## src/rtl/comparator_8bit_pkg.sv

```systemverilog
// Shared constants for the cascadable magnitude comparator:
// result/cascade encoding and default operand width.
package comparator_8bit_pkg;

    localparam int unsigned DefaultWidth = 8;

    // Result vector layout {LT, EQ, GT}; exactly one bit set.
    localparam int unsigned IdxLt = 2;
    localparam int unsigned IdxEq = 1;
    localparam int unsigned IdxGt = 0;

    localparam logic [2:0] ResLt = 3'b100;
    localparam logic [2:0] ResEq = 3'b010;
    localparam logic [2:0] ResGt = 3'b001;

    localparam logic [2:0] ResReset = ResEq;

endpackage

```

## src/rtl/comparator_4bit.sv

```systemverilog
// Combinational 4-bit cascadable magnitude slice: a local difference decides,
// equal nibbles pass the less-significant cascade through unchanged.
module comparator_4bit
    import comparator_8bit_pkg::*;
(
    input  logic [3:0] a_i,
    input  logic [3:0] b_i,
    input  logic       lt_i,
    input  logic       eq_i,
    input  logic       gt_i,
    output logic       lt_o,
    output logic       eq_o,
    output logic       gt_o
);

    logic [2:0] res;

    always_comb begin
        res = {lt_i, eq_i, gt_i};
        if (a_i > b_i) begin
            res = ResGt;
        end else if (a_i < b_i) begin
            res = ResLt;
        end
    end

    assign lt_o = res[IdxLt];
    assign eq_o = res[IdxEq];
    assign gt_o = res[IdxGt];

endmodule

```

## src/rtl/comparator_8bit.sv

```systemverilog
// Registered unsigned magnitude comparator built from a chain of 4-bit slices,
// LS nibble first; the incoming cascade is normalised to one-hot before use.
module comparator_8bit
    import comparator_8bit_pkg::*;
#(
    parameter int unsigned WIDTH = DefaultWidth
) (
    input  logic             clk,
    input  logic             rst_n,
    input  logic             LTin,
    input  logic             EQin,
    input  logic             GTin,
    output logic             LTout,
    output logic             EQout,
    output logic             GTout,
    input  logic [WIDTH-1:0] A,
    input  logic [WIDTH-1:0] B
);

    localparam int unsigned NumSlices = WIDTH / 4;

    if ((WIDTH % 4) != 0 || WIDTH < 4) begin : g_bad_width
        $error("comparator_8bit: WIDTH must be a multiple of 4 and at least 4");
    end

    logic [NumSlices:0][2:0] casc;
    logic [2:0]              casc_in;
    logic [2:0]              res_d;
    logic [2:0]              res_q;

    // Invalid cascades (none set, or LT and GT together) collapse to EQ.
    always_comb begin
        casc_in = ResEq;
        if (EQin) begin
            casc_in = ResEq;
        end else if (GTin && !LTin) begin
            casc_in = ResGt;
        end else if (LTin && !GTin) begin
            casc_in = ResLt;
        end
    end

    assign casc[0] = casc_in;

    for (genvar i = 0; i < NumSlices; i++) begin : g_slice
        comparator_4bit u_slice (
            .a_i  (A[4*i +: 4]),
            .b_i  (B[4*i +: 4]),
            .lt_i (casc[i][IdxLt]),
            .eq_i (casc[i][IdxEq]),
            .gt_i (casc[i][IdxGt]),
            .lt_o (casc[i+1][IdxLt]),
            .eq_o (casc[i+1][IdxEq]),
            .gt_o (casc[i+1][IdxGt])
        );
    end

    always_comb begin
        res_d = casc[NumSlices];
    end

    always_ff @(posedge clk or negedge rst_n) begin
        if (!rst_n) begin
            res_q <= ResReset;
        end else begin
            res_q <= res_d;
        end
    end

    assign LTout = res_q[IdxLt];
    assign EQout = res_q[IdxEq];
    assign GTout = res_q[IdxGt];

endmodule

```

## config.mk

```make
export PLATFORM = sky130hd
export DESIGN_NAME = comparator_8bit
export DESIGN_NICKNAME = d
export VERILOG_FILES = /design/src/rtl/comparator_8bit_pkg.sv /design/src/rtl/comparator_4bit.sv /design/src/rtl/comparator_8bit.sv
export SDC_FILE = /design/constraint.sdc
export NUM_CORES = 1
export LEC_CHECK = 0
export CAP_MARGIN = 15
export CORE_AREA = 2 2 39 41
export CTS_CLUSTER_SIZE = 40
export DETAILED_ROUTE_END_ITERATION = 6
export DIE_AREA = 0 0 41 43
export SLEW_MARGIN = 40
export SYNTH_ARGS = -nofsm -noshare
export SYNTH_HDL_FRONTEND = slang
export SYNTH_SLANG_ARGS = --single-unit
export TNS_END_PERCENT = 30
```

## constraint.sdc

```tcl
create_clock -name clk -period 0.9 [get_ports clk]
set_input_delay 0.09 -clock clk [delete_from_list [all_inputs] [get_ports clk]]
set_output_delay 0.09 -clock clk [all_outputs]
set_load 0.01 [all_outputs]
```

==> reports/results.ini, run 1 <==
[synthesis]
avgSynthCellArea_um2 = 8.46
synth_xor_area_share_pct = 0
synthSimpleGateAreaFrac_pct = 11.6
synth.mux.area_fraction_pct = 0
syn_nets = 73
synth_compound_area_share_pct = 18.0
ys_seq_area_share_pct = 21.5
ys_warn_count = 0
synthCells = 42
ys_ff_latch = 3
synthAdderAreaFrac_pct = 35.2
syn_area_um2 = 355
synth_top_family_by_area = adder cells
yosysUniqueCellTypes = 14

[power]
powerDensity_mw_per_mm2 = 928
finalPower_uw = 683
power_leakage_nw = 0.361
ir_drop_uv = 284

[grt]
track_usage_pct = 12.1
grt_pass1_wl_um = 1480
grt_pass1_vias = 408
antenna_found_initial = 0
grt_max_degree = 4
gr-total-overflow = 0

[setup_path]
critical-path-top-delay-family = flip-flops
crit_required_ns = 0.81
end_kind = output pin
max_stage_delay_ns = 0.51
path_cells = buf_6
worstPathMaxFanout = 1
start_kind = flip-flop
worst-setup-path-type = reg -> out
crit_buf_inv = 1
critPathArrivalTime_ns = 0.83
crit_path_start = res_q[1]$_DFF_PN1_
crit_slowest_cell = dfstp_2

[min_path]
hold_class = in -> async

[drt]
dr.pass1.iters = 1
via_per_inst = 4.49
drc = 0
drtAntennaViolNets = 0
routed_wl_um = 823
vias = 395
post_drt_wl_per_cell_um = 9.35
drt-initial-drc-count = 0

[final_layout]
largestRegisters = res_q x3
nets = 104
area_growth_pct = 107
diodes = 0
drive_gt1_share_pct = 68.1
layout_common_cells = ha_4, clkbuf_2, buf_2
largest_reg_flops = 3
regMostFlops = res_q

[clock_tree]
cts_hold_buf = 0
cts.sinks = 3
path_clk_slew_ns = 0.03
cts_buffers = 3
htreeDepth = 1
cts_root_buf = clkbuf_4
clockBufferDepth = 2
cts_tree = yes

[floorplanning]
die_w_um = 41
die_h_um = 43
start_util_pct = 25.7
dieArea_mm2 = 0.00176
rows = 14
core_area_mm2 = 0.00138
io_pins = 24

[placement]
place_congestion = 0.573
dpl.hpwl_um = 681
place_ws_ns = -0.767
portBuffers = 23

[sta]
max_freq_ghz = 1.09
slew_headroom_pct = 88.8
totalNegativeSetupSlack_ns = -0.0199
period_needed_ns = 0.920
worst_slack_ns = -0.0199
fin_crit_sh_pct = 102
maxSlewViolCount = 0
tightestPinTransition_ns = 0.167
rsz0062_at_grt = true
setup_viol = 1
final_hold_viol_count = 0

[outcome]
violations = setup timing
outcome = finished with violations

[job]
max-cap-violations = 0

==> logic make-up (layout without fill, tap and decap cells) <==
kind of cell / count (synthesis) / in the layout
buffers and inverters: 13 / 43
AND/OR/NAND/NOR: 6 / 6
flip-flops: 3 / 3
adder cells (fa/ha/maj): 10 / 10
AO/OA/AOI/OAI: 10 / 10
==> repair_timing <==
item                                    CTS  global route
pin swaps                                11             5
setup buffers                             2             0
endpoints found under the setup margin    6             6
gates resized for setup                  61            15
cloned                                    0             0
==> power by group <==
| part | switching [mW] | total, mW | internal [mW] |
|---|---|---|---|
| clock network | 0.0594 | 0.225 | 0.165 |
| registers | 0.00243 | 0.151 | 0.148 |
| logic | 0.142 | 0.307 | 0.165 |
==> cells in the mapped netlist (all sizes together) <==
cell | count | area [µm²]
nor3 | 1 | 10.0
a21oi | 4 | 20.0
dfrtp | 2 | 50.1
nand2 | 3 | 11.3
nand4 | 1 | 12.5
o211a | 1 | 10.0
nand3b | 1 | 7.51
inv | 13 | 48.8
o21ai | 3 | 15.0
dfstp | 1 | 26.3
o211ai | 1 | 7.51
o2111a | 1 | 11.3
ha | 10 | 125
==> stage by stage <==
| stage | instance area [µm²] | std cells | hold slack, ns | utilization [%] |
|---|---|---|---|---|
| detailed placement | 758 | 82 | 0.282 | 54.8 |
| CTS | 771 | 88 | 0.0425 | 55.7 |
| global placement | 758 | 82 | 0.282 | 54.8 |
| finish | 736 | 88 | 0.0444 | 53.2 |
| global route | 736 | 88 | 0.0412 | 53.2 |
| floorplan | 500 | 42 | -0.206 | - |
==> how the worst max path moves through the flow <==
| stage | endpoint | cells past startpoint | slack, ns |
|---|---|---|---|
| finish | EQout | 1 | -0.02 |
| detailed placement | res_q[0]$_DFF_PN0_ | 7 | -0.77 |
| global route | EQout | 1 | -0.05 |
| CTS | res_q[0]$_DFF_PN0_ | 7 | -0.04 |
| floorplan | res_q[0]$_DFF_PN0_ | 6 | -0.03 |
| global placement | res_q[0]$_DFF_PN0_ | 7 | -0.72 |
==> routing by layer <==
metal  share of wire [%]  global-route usage [%]
met1                  34                    13.1
met2                  55                    20.3
met3                  10                    3.14
met4                   0                    6.00
met5                   0                       0
==> area by class of cell <==
class,count,area (µm²)
multi-input combinational,26,372
timing repair buffer,26,178
sequential,3,76.3
inverter,13,63.8
fill,145,648
clock buffer,4,26.3
tap,16,20.0
Power figures use the tool's default switching activity.
==> run 2: changes to the inputs <==
--- a/config.mk
+++ b/config.mk
@@ -7,9 +7,11 @@
 export LEC_CHECK = 0
 export CAP_MARGIN = 15
 export CORE_AREA = 2 2 39 41
+export CTS_CLUSTER_DIAMETER = 100
 export CTS_CLUSTER_SIZE = 40
 export DETAILED_ROUTE_END_ITERATION = 6
 export DIE_AREA = 0 0 41 43
+export SETUP_SLACK_MARGIN = 0.05
 export SLEW_MARGIN = 40
 export SYNTH_ARGS = -nofsm -noshare
 export SYNTH_HDL_FRONTEND = slang
==> reports/results.ini, run 2 (synthesized netlist as in run 1, its figures left out) <==
[setup_path]
start_kind = flip-flop
worst-setup-path-type = reg -> out
end_kind = output pin
crit_buf_inv = 1
path_cells = buf_6
worstPathMaxFanout = 1
critPathArrivalTime_ns = 0.83
max_stage_delay_ns = 0.51
critical-path-top-delay-family = flip-flops
crit_required_ns = 0.81
crit_slowest_cell = dfstp_2

[power]
p_comb_share_pct = 45.6
p_clk_share_pct = 32.6
finalPower_uw = 687
seq_power_share_pct = 21.8
ir_drop_uv = 283
p_int_uw = 485
netSwitchingFraction_pct = 29.5
power_leakage_nw = 0.358
switchingPower_uw = 203
powerDensity_mw_per_mm2 = 918

[final_layout]
layout_common_cells = buf_2, ha_4, inv_2
nets = 104
mostFrequentLayoutCell = buf_2
diodes = 0
drive_gt1_share_pct = 68.1
regArea_um2 = 76.3
area_growth_pct = 111
fillCellCount = 141
largestRegisters = res_q x3
regMostFlops = res_q
largest_reg_flops = 3
multiInputGateArea_um2 = 372

[clock_tree]
cts.sinks = 3
path_clk_slew_ns = 0.03
htreeDepth = 1
cts_tree = yes
cts_buffers = 3
cts_root_buf = clkbuf_4
clockBufferDepth = 2

[grt]
grt_max_degree = 4
track_usage_pct = 11.9
antenna_found_initial = 0
grt_pass1_wl_um = 1460
gr-total-overflow = 0
grt_pass1_vias = 405

[floorplanning]
rows = 14
io_pins = 24
die_w_um = 41
core_area_mm2 = 0.00138
dieArea_mm2 = 0.00176
die_h_um = 43
start_util_pct = 25.7

[outcome]
outcome = finished with violations
violations = setup timing

[drt]
drtAntennaViolNets = 0
drt-initial-drc-count = 0
vias = 395
post_drt_wl_per_cell_um = 9.32
via_per_inst = 4.49
dr.pass1.iters = 1
routed_wl_um = 820
drc = 0

[placement]
portBuffers = 23
place_ws_ns = -0.767
place_congestion = 0.573
dpl.hpwl_um = 681

[sta]
fin_crit_sh_pct = 102
final_hold_viol_count = 0
period_needed_ns = 0.920
setup_viol = 1
tightestPinTransition_ns = 0.166
slew_headroom_pct = 88.9
worst_slack_ns = -0.0195
maxSlewViolCount = 0
max_freq_ghz = 1.09
rsz0062_at_grt = true

[min_path]
hold_class = in -> async

[job]
max-cap-violations = 0

run 2: per-layer routing:
layer | GRT usage [%] | vias to the layer above | wire, µm
met2 | 20.3 | 15 | 454
met4 | 6.00 | 0 | 0
met1 | 12.5 | 180 | 289
met5 | 0 | - | 0
li1 | - | 200 | -
met3 | 3.14 | 0 | 75
run 2: metrics by stage:
step	hold WS [ns]	setup TNS (ns)	instances	area, µm²	util, %
after CTS	0.0425	-0.0580	88	778	56.2
after global placement	0.282	-2.32	82	758	54.8
after detailed placement	0.282	-2.40	82	758	54.8
final	0.0455	-0.0195	88	748	54.1
after floorplan	-0.206	-0.0319	42	500	-
after global routing	0.0412	-0.0760	88	748	54.1
run 2: timing repair:
| action | in CTS | in global routing |
|---|---|---|
| cloned | 0 | 0 |
| setup buffers | 2 | 0 |
| setup endpoints to repair | 6 | 4 |
| pin swaps | 14 | 6 |
| resized for setup | 75 | 7 |
| hold buffers | 0 | 0 |
run 2: power groups by stage:
stage	Combinational (mW)	Clock [mW]	Sequential (mW)
6_report	0.313	0.224	0.150
5_1_grt	0.349	0.249	0.151
4_1_cts	0.326	0.235	0.150
3_5_place_dp	0.334	0	0.152
3_3_place_gp	0.333	0	0.153
2_1_floorplan	0.167	0	0.160
run 2: path summary, 6_finish.rpt:
path | to | cells past startpoint | startpoint | slack, ns
worst max-delay path | EQout | 1 | res_q[1]$_DFF_PN1_ | -0.02
worst min-delay path | res_q[2]$_DFF_PN0_ | 1 | rst_n | 0.05
max in group asynchronous | res_q[1]$_DFF_PN1_ | 1 | rst_n | 0.64
min in group clk | res_q[2]$_DFF_PN0_ | 5 | A[7] | 0.28
run 2: layout make-up:
class,instances,share of cell area [%]
clock buffers,4,3.51
inverters,13,8.53
multi-input cells,26,49.7
flip-flops and latches,3,10.2
well taps,16,2.68
repair buffers,26,25.4
==> run 3: changes to the inputs <==
--- a/config.mk
+++ b/config.mk
@@ -12,7 +12,6 @@
 export DETAILED_ROUTE_END_ITERATION = 6
 export DIE_AREA = 0 0 41 43
 export SETUP_SLACK_MARGIN = 0.05
-export SLEW_MARGIN = 40
 export SYNTH_ARGS = -nofsm -noshare
 export SYNTH_HDL_FRONTEND = slang
 export SYNTH_SLANG_ARGS = --single-unit
==> constraint.sdc (replaced) <==
create_clock -name clk -period 0.9 [get_ports clk]
set_input_delay 0.135 -clock clk [delete_from_list [all_inputs] [get_ports clk]]
set_output_delay 0.135 -clock clk [all_outputs]
set_load 0.01 [all_outputs]
==> reports/results.ini, run 3 (synthesized netlist as in run 1, its figures left out) <==
[sta]
tightestPinTransition_ns = 0.166
final_hold_viol_count = 0
setup_viol = 2
fin_crit_sh_pct = 107
totalNegativeSetupSlack_ns = -0.0930
worst_slack_ns = -0.0645
whs_ns = 0.0905
maxSlewViolCount = 0
period_needed_ns = 0.965
rsz0062_at_grt = true
max_freq_ghz = 1.04
slew_headroom_pct = 88.9

[clock_tree]
cts.sinks = 3
cts_buffers = 3
clockBufferDepth = 2
cts_root_buf = clkbuf_4
htreeDepth = 1
path_clk_slew_ns = 0.03
cts_tree = yes
cts_hold_buf = 0

[setup_path]
crit_required_ns = 0.76
path_cells = buf_6
crit_buf_inv = 1
cp_num_cells = 1
worstPathMaxFanout = 1
max_stage_delay_ns = 0.51
critPathArrivalTime_ns = 0.83
crit_end = EQout
critical-path-top-delay-family = flip-flops
end_kind = output pin
crit_slowest_cell = dfstp_2
crit_path_start = res_q[1]$_DFF_PN1_
start_kind = flip-flop
worst-setup-path-type = reg -> out

[final_layout]
regMostFlops = res_q
regArea_um2 = 76.3
area_growth_pct = 113
diodes = 0
drive_gt1_share_pct = 68.5
largest_reg_flops = 3
largestRegisters = res_q x3
multiInputGateArea_um2 = 372
layout_common_cells = ha_4, buf_2, inv_2, clkbuf_2, inv_1
fin_area_um2 = 756
final_cell_count_no_fill = 89
nets = 105
fillCellCount = 140

[floorplanning]
die_w_um = 41
core_area_mm2 = 0.00138
io_pins = 24
die_h_um = 43
rows = 14
dieArea_mm2 = 0.00176
start_util_pct = 25.7

[grt]
track_usage_pct = 11.9
grt_max_degree = 4
antenna_found_initial = 0
gr-total-overflow = 0
grt_pass1_vias = 405
grt_pass1_wl_um = 1460

[power]
seq_power_share_pct = 21.6
p_clk_share_pct = 32.3
power_leakage_nw = 0.363
netSwitchingFraction_pct = 29.5
p_int_uw = 489
ir_drop_uv = 313
p_comb_share_pct = 46.1
powerDensity_mw_per_mm2 = 918
switchingPower_uw = 204

[drt]
vias = 399
via_per_inst = 4.48
drtAntennaViolNets = 0
routed_wl_um = 833
drt-initial-drc-count = 0
drc = 0
dr.pass1.iters = 1
post_drt_wl_per_cell_um = 9.36

[outcome]
outcome = finished with violations
violations = setup timing

[placement]
placed_cells = 82
place_congestion = 0.573
place_area_um2 = 758
place_ws_ns = -0.812
dpl.hpwl_um = 681
portBuffers = 23

[job]
max-cap-violations = 0

[min_path]
hold_class = in -> async

-- run 3: how the worst min path moves through the flow --
stage               start            endpoint  slack, ns  depth (start not counted)
floorplan           rst_n  res_q[0]$_DFF_PN0_      -0.16                          0
global placement    rst_n  res_q[0]$_DFF_PN0_       0.33                          1
detailed placement  rst_n  res_q[2]$_DFF_PN0_       0.33                          1
CTS                 rst_n  res_q[2]$_DFF_PN0_       0.09                          1
global route        rst_n  res_q[2]$_DFF_PN0_       0.09                          1
finish              rst_n  res_q[2]$_DFF_PN0_       0.09                          1
-- run 3: power groups by stage --
stage	Clock, mW	Combinational [mW]	Sequential (mW)
after global placement	0	0.333	0.153
final	0.224	0.320	0.150
after floorplan	0	0.167	0.160
after global routing	0.249	0.355	0.151
after detailed placement	0	0.334	0.152
after CTS	0.235	0.325	0.150
-- run 3: layout make-up --
type,count,area share (%)
Timing Repair Buffer,27,26.2
Clock buffer,4,3.48
Inverter,13,8.44
Tap cell,16,2.65
Multi-Input combinational cell,26,49.2
Sequential cell,3,10.1
-- run 3: through the flow --
step	total power [mW]	util, %
2_1_floorplan	0.327	-
3_3_place_gp	0.485	54.8
3_5_place_dp	0.486	54.8
4_1_cts	0.710	56.1
5_1_grt	0.755	54.6
6_report	0.694	54.6
-- run 3: what timing repair did --
action                     in CTS  in global routing
setup endpoints to repair       6                  6
pin swaps                      12                  7
buffers inserted                2                  1
resized for setup              73                  8
-- run 3: layer usage --
metal  share of wire (%)  vias up  track usage, %  wire length, µm
met4                   0        0            6.00                0
met3                 9.1        0            3.14               76
met5                   0        -               0                0
li1                    -      202               -                -
met1                  35      182            12.5              293
met2                  56       15            20.3              463
